==> src/rtl/load_store_unit_if.sv <==
// Request/response and memory-controller signal bundle for load_store_unit.
// The unit attaches via the slave modport; the CPU side and memory model use master.
interface load_store_unit_if;
    logic        req_valid;
    logic        req_ready;
    logic        req_write;
    logic [1:0]  req_size;
    logic        req_signed;
    logic [31:0] req_addr;
    logic [31:0] req_wdata;
    logic        rsp_valid;
    logic [31:0] rsp_rdata;
    logic        rsp_fault;
    logic [1:0]  rsp_fault_code;
    logic        mem_read;
    logic        mem_write;
    logic [31:0] mem_addr;
    logic [31:0] mem_wdata;
    logic [31:0] mem_rdata;
    logic        mem_error;

    modport slave (
        input  req_valid, req_write, req_size, req_signed, req_addr, req_wdata,
        input  mem_rdata, mem_error,
        output req_ready, rsp_valid, rsp_rdata, rsp_fault, rsp_fault_code,
        output mem_read, mem_write, mem_addr, mem_wdata
    );

    modport master (
        output req_valid, req_write, req_size, req_signed, req_addr, req_wdata,
        output mem_rdata, mem_error,
        input  req_ready, rsp_valid, rsp_rdata, rsp_fault, rsp_fault_code,
        input  mem_read, mem_write, mem_addr, mem_wdata
    );
endinterface

==> src/rtl/load_store_unit.sv <==
// Load/store sequencer: size/alignment checks, read-modify-write for sub-word
// stores, load lane extraction with sign/zero extension, one response per request.
module load_store_unit #(
    parameter int unsigned RD_LATENCY = 2
) (
    input  logic               clk,
    input  logic               rst,
    load_store_unit_if.slave   bus
);
    typedef enum logic [1:0] {S_IDLE, S_READ, S_WRITE, S_RESP} state_e;

    localparam logic [1:0] SZ_BYTE = 2'b00;
    localparam logic [1:0] SZ_HALF = 2'b01;
    localparam logic [1:0] SZ_WORD = 2'b10;
    localparam logic [1:0] SZ_BAD  = 2'b11;

    localparam logic [1:0] FC_MISALIGN = 2'b01;
    localparam logic [1:0] FC_BUS      = 2'b10;
    localparam logic [1:0] FC_SIZE     = 2'b11;

    state_e      state_q;
    logic [3:0]  cnt_q;
    logic        req_ready_q;
    logic        rsp_valid_q;
    logic [31:0] rsp_rdata_q;
    logic        rsp_fault_q;
    logic [1:0]  rsp_code_q;
    logic        mem_read_q;
    logic        mem_write_q;
    logic [31:0] mem_addr_q;
    logic [31:0] mem_wdata_q;

    logic        wr_q;
    logic [1:0]  size_q;
    logic        signed_q;
    logic [1:0]  lane_q;
    logic [31:0] wdata_q;

    logic        accept;
    logic        misaligned_d;
    logic [7:0]  byte_sel;
    logic [15:0] half_sel;
    logic [31:0] load_data_d;
    logic [31:0] merged_d;

    assign accept       = (state_q == S_IDLE) && req_ready_q && bus.req_valid;
    assign misaligned_d = ((bus.req_size == SZ_HALF) && bus.req_addr[0]) ||
                          ((bus.req_size == SZ_WORD) && (bus.req_addr[1:0] != 2'b00));

    // NOTE: combinational block assigns every output first so no latch is inferred.
    always_comb begin
        byte_sel    = bus.mem_rdata[7:0];
        half_sel    = lane_q[1] ? bus.mem_rdata[31:16] : bus.mem_rdata[15:0];
        load_data_d = bus.mem_rdata;
        merged_d    = wdata_q;
        case (lane_q)
            2'd1:    byte_sel = bus.mem_rdata[15:8];
            2'd2:    byte_sel = bus.mem_rdata[23:16];
            2'd3:    byte_sel = bus.mem_rdata[31:24];
            default: byte_sel = bus.mem_rdata[7:0];
        endcase
        case (size_q)
            SZ_BYTE: begin
                load_data_d = {{24{signed_q & byte_sel[7]}}, byte_sel};
                case (lane_q)
                    2'd0:    merged_d = {bus.mem_rdata[31:8], wdata_q[7:0]};
                    2'd1:    merged_d = {bus.mem_rdata[31:16], wdata_q[7:0], bus.mem_rdata[7:0]};
                    2'd2:    merged_d = {bus.mem_rdata[31:24], wdata_q[7:0], bus.mem_rdata[15:0]};
                    default: merged_d = {wdata_q[7:0], bus.mem_rdata[23:0]};
                endcase
            end
            SZ_HALF: begin
                load_data_d = {{16{signed_q & half_sel[15]}}, half_sel};
                merged_d    = lane_q[1] ? {wdata_q[15:0], bus.mem_rdata[15:0]}
                                        : {bus.mem_rdata[31:16], wdata_q[15:0]};
            end
            default: begin
                load_data_d = bus.mem_rdata;
                merged_d    = wdata_q;
            end
        endcase
    end

    // NOTE: request fields are only read after being loaded on accept, so they need no reset.
    always_ff @(posedge clk) begin
        if (accept) begin
            wr_q     <= bus.req_write;
            size_q   <= bus.req_size;
            signed_q <= bus.req_signed;
            lane_q   <= bus.req_addr[1:0];
            wdata_q  <= bus.req_wdata;
        end
    end

    // NOTE: sequential state uses non-blocking assignments; reset wins over any transition.
    always_ff @(posedge clk) begin
        if (rst) begin
            state_q     <= S_IDLE;
            cnt_q       <= '0;
            req_ready_q <= 1'b0;
            rsp_valid_q <= 1'b0;
            rsp_rdata_q <= '0;
            rsp_fault_q <= 1'b0;
            rsp_code_q  <= '0;
            mem_read_q  <= 1'b0;
            mem_write_q <= 1'b0;
            mem_addr_q  <= '0;
            mem_wdata_q <= '0;
        end else begin
            rsp_valid_q <= 1'b0;
            case (state_q)
                S_IDLE: begin
                    req_ready_q <= 1'b1;
                    if (accept) begin
                        req_ready_q <= 1'b0;
                        if (bus.req_size == SZ_BAD) begin
                            rsp_valid_q <= 1'b1;
                            rsp_fault_q <= 1'b1;
                            rsp_code_q  <= FC_SIZE;
                            state_q     <= S_RESP;
                        end else if (misaligned_d) begin
                            rsp_valid_q <= 1'b1;
                            rsp_fault_q <= 1'b1;
                            rsp_code_q  <= FC_MISALIGN;
                            state_q     <= S_RESP;
                        end else begin
                            mem_addr_q <= {bus.req_addr[31:2], 2'b00};
                            if (bus.req_write && (bus.req_size == SZ_WORD)) begin
                                mem_wdata_q <= bus.req_wdata;
                                mem_write_q <= 1'b1;
                                state_q     <= S_WRITE;
                            end else begin
                                mem_read_q <= 1'b1;
                                cnt_q      <= 4'(RD_LATENCY - 1);
                                state_q    <= S_READ;
                            end
                        end
                    end
                end
                S_READ: begin
                    if (cnt_q != 4'd0) begin
                        cnt_q <= cnt_q - 4'd1;
                    end else begin
                        mem_read_q <= 1'b0;
                        if (bus.mem_error) begin
                            rsp_valid_q <= 1'b1;
                            rsp_fault_q <= 1'b1;
                            rsp_code_q  <= FC_BUS;
                            state_q     <= S_RESP;
                        end else if (!wr_q) begin
                            rsp_valid_q <= 1'b1;
                            rsp_rdata_q <= load_data_d;
                            state_q     <= S_RESP;
                        end else begin
                            mem_wdata_q <= merged_d;
                            mem_write_q <= 1'b1;
                            state_q     <= S_WRITE;
                        end
                    end
                end
                S_WRITE: begin
                    mem_write_q <= 1'b0;
                    rsp_valid_q <= 1'b1;
                    if (bus.mem_error) begin
                        rsp_fault_q <= 1'b1;
                        rsp_code_q  <= FC_BUS;
                    end
                    state_q <= S_RESP;
                end
                default: begin
                    req_ready_q <= 1'b1;
                    rsp_rdata_q <= '0;
                    rsp_fault_q <= 1'b0;
                    rsp_code_q  <= '0;
                    state_q     <= S_IDLE;
                end
            endcase
        end
    end

    assign bus.req_ready      = req_ready_q;
    assign bus.rsp_valid      = rsp_valid_q;
    assign bus.rsp_rdata      = rsp_rdata_q;
    assign bus.rsp_fault      = rsp_fault_q;
    assign bus.rsp_fault_code = rsp_code_q;
    assign bus.mem_read       = mem_read_q;
    assign bus.mem_write      = mem_write_q;
    assign bus.mem_addr       = mem_addr_q;
    assign bus.mem_wdata      = mem_wdata_q;
endmodule

==> src/flat_wrapper.sv <==
// flat-port wrapper written by rule: the top's interface ports become plain ports
module load_store_unit_flat 
#(
    parameter int unsigned RD_LATENCY = 2
)
  (clk, rst, bus_req_valid, bus_req_write, bus_req_size, bus_req_signed, bus_req_addr, bus_req_wdata, bus_mem_rdata, bus_mem_error, bus_req_ready, bus_rsp_valid, bus_rsp_rdata, bus_rsp_fault, bus_rsp_fault_code, bus_mem_read, bus_mem_write, bus_mem_addr, bus_mem_wdata);
  load_store_unit_if bus_i ();
  input  logic clk;
  input  logic rst;
  input wire logic [$bits(bus_i.req_valid)-1:0] bus_req_valid;
  input wire logic [$bits(bus_i.req_write)-1:0] bus_req_write;
  input wire logic [$bits(bus_i.req_size)-1:0] bus_req_size;
  input wire logic [$bits(bus_i.req_signed)-1:0] bus_req_signed;
  input wire logic [$bits(bus_i.req_addr)-1:0] bus_req_addr;
  input wire logic [$bits(bus_i.req_wdata)-1:0] bus_req_wdata;
  input wire logic [$bits(bus_i.mem_rdata)-1:0] bus_mem_rdata;
  input wire logic [$bits(bus_i.mem_error)-1:0] bus_mem_error;
  output wire logic [$bits(bus_i.req_ready)-1:0] bus_req_ready;
  output wire logic [$bits(bus_i.rsp_valid)-1:0] bus_rsp_valid;
  output wire logic [$bits(bus_i.rsp_rdata)-1:0] bus_rsp_rdata;
  output wire logic [$bits(bus_i.rsp_fault)-1:0] bus_rsp_fault;
  output wire logic [$bits(bus_i.rsp_fault_code)-1:0] bus_rsp_fault_code;
  output wire logic [$bits(bus_i.mem_read)-1:0] bus_mem_read;
  output wire logic [$bits(bus_i.mem_write)-1:0] bus_mem_write;
  output wire logic [$bits(bus_i.mem_addr)-1:0] bus_mem_addr;
  output wire logic [$bits(bus_i.mem_wdata)-1:0] bus_mem_wdata;
  assign bus_i.req_valid = bus_req_valid;
  assign bus_i.req_write = bus_req_write;
  assign bus_i.req_size = bus_req_size;
  assign bus_i.req_signed = bus_req_signed;
  assign bus_i.req_addr = bus_req_addr;
  assign bus_i.req_wdata = bus_req_wdata;
  assign bus_i.mem_rdata = bus_mem_rdata;
  assign bus_i.mem_error = bus_mem_error;
  assign bus_req_ready = bus_i.req_ready;
  assign bus_rsp_valid = bus_i.rsp_valid;
  assign bus_rsp_rdata = bus_i.rsp_rdata;
  assign bus_rsp_fault = bus_i.rsp_fault;
  assign bus_rsp_fault_code = bus_i.rsp_fault_code;
  assign bus_mem_read = bus_i.mem_read;
  assign bus_mem_write = bus_i.mem_write;
  assign bus_mem_addr = bus_i.mem_addr;
  assign bus_mem_wdata = bus_i.mem_wdata;
  load_store_unit #(.RD_LATENCY(RD_LATENCY)) u_core (.clk(clk), .rst(rst), .bus(bus_i));
endmodule
==> config.mk <==
export PLATFORM = sky130hd
export DESIGN_NAME = load_store_unit_flat
export DESIGN_NICKNAME = d
export VERILOG_FILES = /design/src/rtl/load_store_unit_if.sv /design/src/rtl/load_store_unit.sv /design/src/flat_wrapper.sv
export SDC_FILE = /design/constraint.sdc
export NUM_CORES = 1
export LEC_CHECK = 0
export ABC_CLOCK_PERIOD_IN_PS = 8500
export CORE_MARGIN = 2
export CORE_UTILIZATION = 52
export DETAILED_ROUTE_END_ITERATION = 6
export GPL_TIMING_DRIVEN = 0
export HOLD_SLACK_MARGIN = 0.05
export PLACE_DENSITY = 0.87
export SLEW_MARGIN = 0
export SYNTH_ARGS = -nofsm -noshare
export SYNTH_HDL_FRONTEND = slang
export SYNTH_SLANG_ARGS = --single-unit
==> constraint.sdc <==
create_clock -name clk -period 8.5 [get_ports clk]
set_input_delay 1.275 -clock clk [delete_from_list [all_inputs] [get_ports clk]]
set_output_delay 1.275 -clock clk [all_outputs]
set_load 0.02 [all_outputs]
==> impl_metrics.csv <==
group,metric,value,unit
power_and_ir_drop,leakage,3.67,nW
routing,wl_per_cell,20.0,um
routing,drtIter0Drc,624,
layout,mostFrequentLayoutCell,"clkdlybuf4s50_1",
hold_path,min_path_type,"register to register",
power_and_ir_drop,pwr-share-clk,0.305,
clock_tree,cts_buffers,17,
routing,drc,0,
yosys,synthesis.instances,725,
status,outcome,"complete, no violations",
timing,worst_pin_slew,0.752,ns
critical_path,critPathMaxFanout,10,
floorplan,fp-row-count,42,
routing,vias_per_cell,6.15,
power_and_ir_drop,p_per_area,240,nW/um2
clock_tree,tritoncts,"done",
yosys,avgSynthCellArea,9.81,um2
global_routing,grt_pass1_vias,6812,
routing,routed_wl,22800,um
critical_path,worstPathCellList,"clkdlybuf4s50_1 -> nand2_1 -> a41oi_1 -> or3_1 -> buf_2 -> buf_4 -> mux2i_1",
floorplan,die_area,14600,um2
hold_path,hold-path-endpoint,"u_core.bus.mem_addr[21]$_SDFFE_PP0P_",
critical_path,slowest_stage,"clkdlybuf4s50_1",
placed_design,io_buffers,203,
placed_design,pre_cts_slack,4.97,ns
clock_tree,clockBufferDepth,2,
timing,final-setup-viol-count,0,
critical_path,rr_worst_depth,9,
routing,antenna_left,0,
critical_path,r2r_start,"u_core.state_q[1]$_SDFFE_PP0P_",
floorplan,die_h,121,um
routing,drt_first_pass_iters,5,
layout,final_layout_size_suffix_gt1_frac,0.0884,
layout,area_growth,40.1,%
power_and_ir_drop,p_int,1.56,mW
hold_path,min_path_cells,2,
timing,fin_crit,3.16,ns
timing,min_period_over_period,0.372,
critical_path,end_kind,"register",
yosys,synth_edf_count,38,
global_routing,grt_pass1_wl,35700,um
yosys,ys_types,70,
floorplan,start_util,0.535,
global_routing,grt_use_total,0.316,
critical_path,reg2reg_slack,5.94,ns
flow_run,maxCapViolations,0,
critical_path,critPathMaxStageDelay,0.62,ns
critical_path,required,8.85,ns
timing,fmax,0.316,GHz
layout,finalNetCount,1060,
yosys,netlist_area,7110,um2
timing,setup_tns,0,ns
yosys,synth-seq-area-share,0.461,
floorplan,core_region_area,13300,um2
critical_path,path_class,"primary input to register",
timing,finalWorstSetupSlack,5.34,ns
layout,fin_util,0.749,
timing,drv_slew,0,
clock_tree,cts_setup_buffers,0,
layout,final_cell_mix,"clkdlybuf4s50_1, nand2_1, dfxtp_1",
clock_tree,cts_resized,0,
yosys,ys_seq_elements,145,
clock_tree,cts.hold.buffers_added,0,
power_and_ir_drop,ir_worst_vdd,0.000161,V
routing,num_vias,6996,
layout,diodes,0,
floorplan,num_io_pins,207,
timing,max_slew_margin,0.498,
clock_tree,clk_latency,0.43,ns
global_routing,grt_max_degree,38,
critical_path,crit_arrival,3.51,ns
placed_design,place_inst,1106,
floorplan,die_w,121,um
clock_tree,cts_root_buf,"clkbuf_16",
clock_tree,cts_htree_levels,4,
global_routing,grt_overflow_total,0,
hold_path,hp-start,"u_core.bus.mem_addr[21]$_SDFFE_PP0P_",
placed_design,gp_congestion,0.991,
power_and_ir_drop,seqPwrFrac,0.355,
placed_design,dp_hpwl,17000,um
clock_tree,clk_pin_slew,0.06,ns
power_and_ir_drop,p_comb_frac,0.339,
power_and_ir_drop,switching_share,0.348,
clock_tree,clock-sinks,145,
timing,skew,0.00595,ns
timing,rsz0062_at_grt,"no",
timing,timing.hold.ws,0.452,ns
yosys,ys.flop_type,"dfxtp_1",
global_routing,antenna_found_initial,0,
critical_path,r2r_end,"u_core.bus.mem_wdata[25]$_SDFFE_PP0P_",
timing,hold_viol_final,0,
yosys,postSynth.asyncResetShare,0,
critical_path,critPathLaunchType,"primary input",
layout,stdcell_count,1138,
yosys,yosys_warnings,0,
power_and_ir_drop,switchingPower,0.834,mW
[per-stage QoR]
| step | total power [mW] | cell area [um2] |
|---|---|---|
| 6_report | 2.39 | 9960 |
| 3_5_place_dp | 1.66 | 9390 |
| 2_1_floorplan | 1.36 | 7120 |
| 5_1_grt | 2.50 | 9960 |
| 3_3_place_gp | 1.64 | 9370 |
| 4_1_cts | 2.38 | 9960 |
[routing by layer]
layer / routed length (um) / share of wire / vias up / track usage
li1: - / - / 3198 / -
met1: 8620 / 0.38 / 3313 / 0.379
met2: 10700 / 0.47 / 430 / 0.515
met3: 2690 / 0.12 / 55 / 0.109
met4: 782 / 0.034 / 0 / 0.132
met5: 0 / 0 / - / 0
[how the worst max path moves through the flow]
stage	from	endpoint
5_1_grt	bus_req_size[0]	u_core.bus.mem_wdata[30]$_SDFFE_PP0P_
2_1_floorplan	bus_req_valid	u_core.bus.mem_addr[31]$_SDFFE_PP0P_
3_5_place_dp	bus_req_size[1]	u_core.bus.mem_wdata[27]$_SDFFE_PP0P_
4_1_cts	bus_mem_error	u_core.bus.rsp_rdata[26]$_SDFFE_PP0P_
3_3_place_gp	bus_req_valid	u_core.bus.mem_addr[22]$_SDFFE_PP0P_
6_report	bus_req_size[0]	u_core.bus.mem_wdata[25]$_SDFFE_PP0P_
[power groups by stage]
stage | clock, mW | sequential (mW) | combinational (mW)
6_report | 0.731 | 0.850 | 0.813
5_1_grt | 0.766 | 0.857 | 0.877
4_1_cts | 0.732 | 0.848 | 0.803
3_5_place_dp | 0 | 0.862 | 0.795
3_3_place_gp | 0 | 0.863 | 0.775
2_1_floorplan | 0 | 0.896 | 0.461
[Yosys cell counts (3+ instances only)]
library cell,n,share of area
o41ai_1,5,0.0062
a31oi_1,3,0.0026
nand2_1,112,0.059
buf_1,8,0.0042
mux2i_1,26,0.037
a221oi_1,8,0.0098
edfxtp_1,38,0.16
inv_1,21,0.011
nor2_1,29,0.015
a32o_1,16,0.023
ha_1,7,0.012
buf_6,3,0.0047
clkbuf_1,45,0.024
a21oi_1,35,0.025
a21o_1,3,0.0032
o22ai_1,17,0.015
a211oi_1,24,0.025
a22o_1,7,0.0086
nor2b_1,9,0.0079
a32oi_1,6,0.0074
mux2_2,16,0.025
o2bb2ai_1,6,0.0074
dfxtp_1,107,0.30
and3_1,3,0.0026
buf_4,7,0.0074
nor3_1,4,0.0028
o21ai_0,23,0.016
a221o_1,16,0.023
a211o_1,8,0.0098
nand3_1,11,0.0077
nand2b_1,13,0.011
buf_2,6,0.0042
o311ai_0,16,0.020
o41ai_2,14,0.032
a311o_1,8,0.011
nor4_1,3,0.0026
[registers in the layout (all words and copies together) (netlist names)]
signal / flops
u_core.bus.rsp_rdata: 32
u_core.signed_q: 1
u_core.cnt_q: 4
u_core.bus.mem_read: 1
u_core.size_q: 2
u_core.bus.rsp_fault_code: 2
u_core.bus.mem_wdata: 32
u_core.state_q: 2
u_core.bus.mem_write: 1
u_core.bus.rsp_fault: 1
u_core.bus.req_ready: 1
u_core.wdata_q: 32
u_core.wr_q: 1
u_core.bus.mem_addr: 30
u_core.bus.rsp_valid: 1
u_core.lane_q: 2
[final cells by class]
class	count	area [um2]
buffer	69	317
tap	176	220
fill	955	3330
timing repair buffer	204	2050
multi-input combinational	490	3440
sequential	145	3280
clock buffer	21	460
inverter	22	82.6
clock inverter	11	113
[worst max-delay path, delay by kind of cell]
family,cells,cell delay [ns]
AO/OA/AOI/OAI,1,0.61
multiplexers,1,0.22
AND/OR/NAND/NOR,2,0.34
buffers and inverters,3,1.06
[logic make-up (layout without fill, tap and decap cells)]
group,count (synthesis),after routing,share of synthesized area
adder cells (fa/ha/maj),7,7,0.0123
flip-flops,145,145,0.461
AND/OR/NAND/NOR,200,200,0.128
other,1,2,0.000527
multiplexers,45,45,0.0682
buffers and inverters,91,327,0.0559
AO/OA/AOI/OAI,236,236,0.273
No activity file was read; power rests on OpenSTA's default activity.
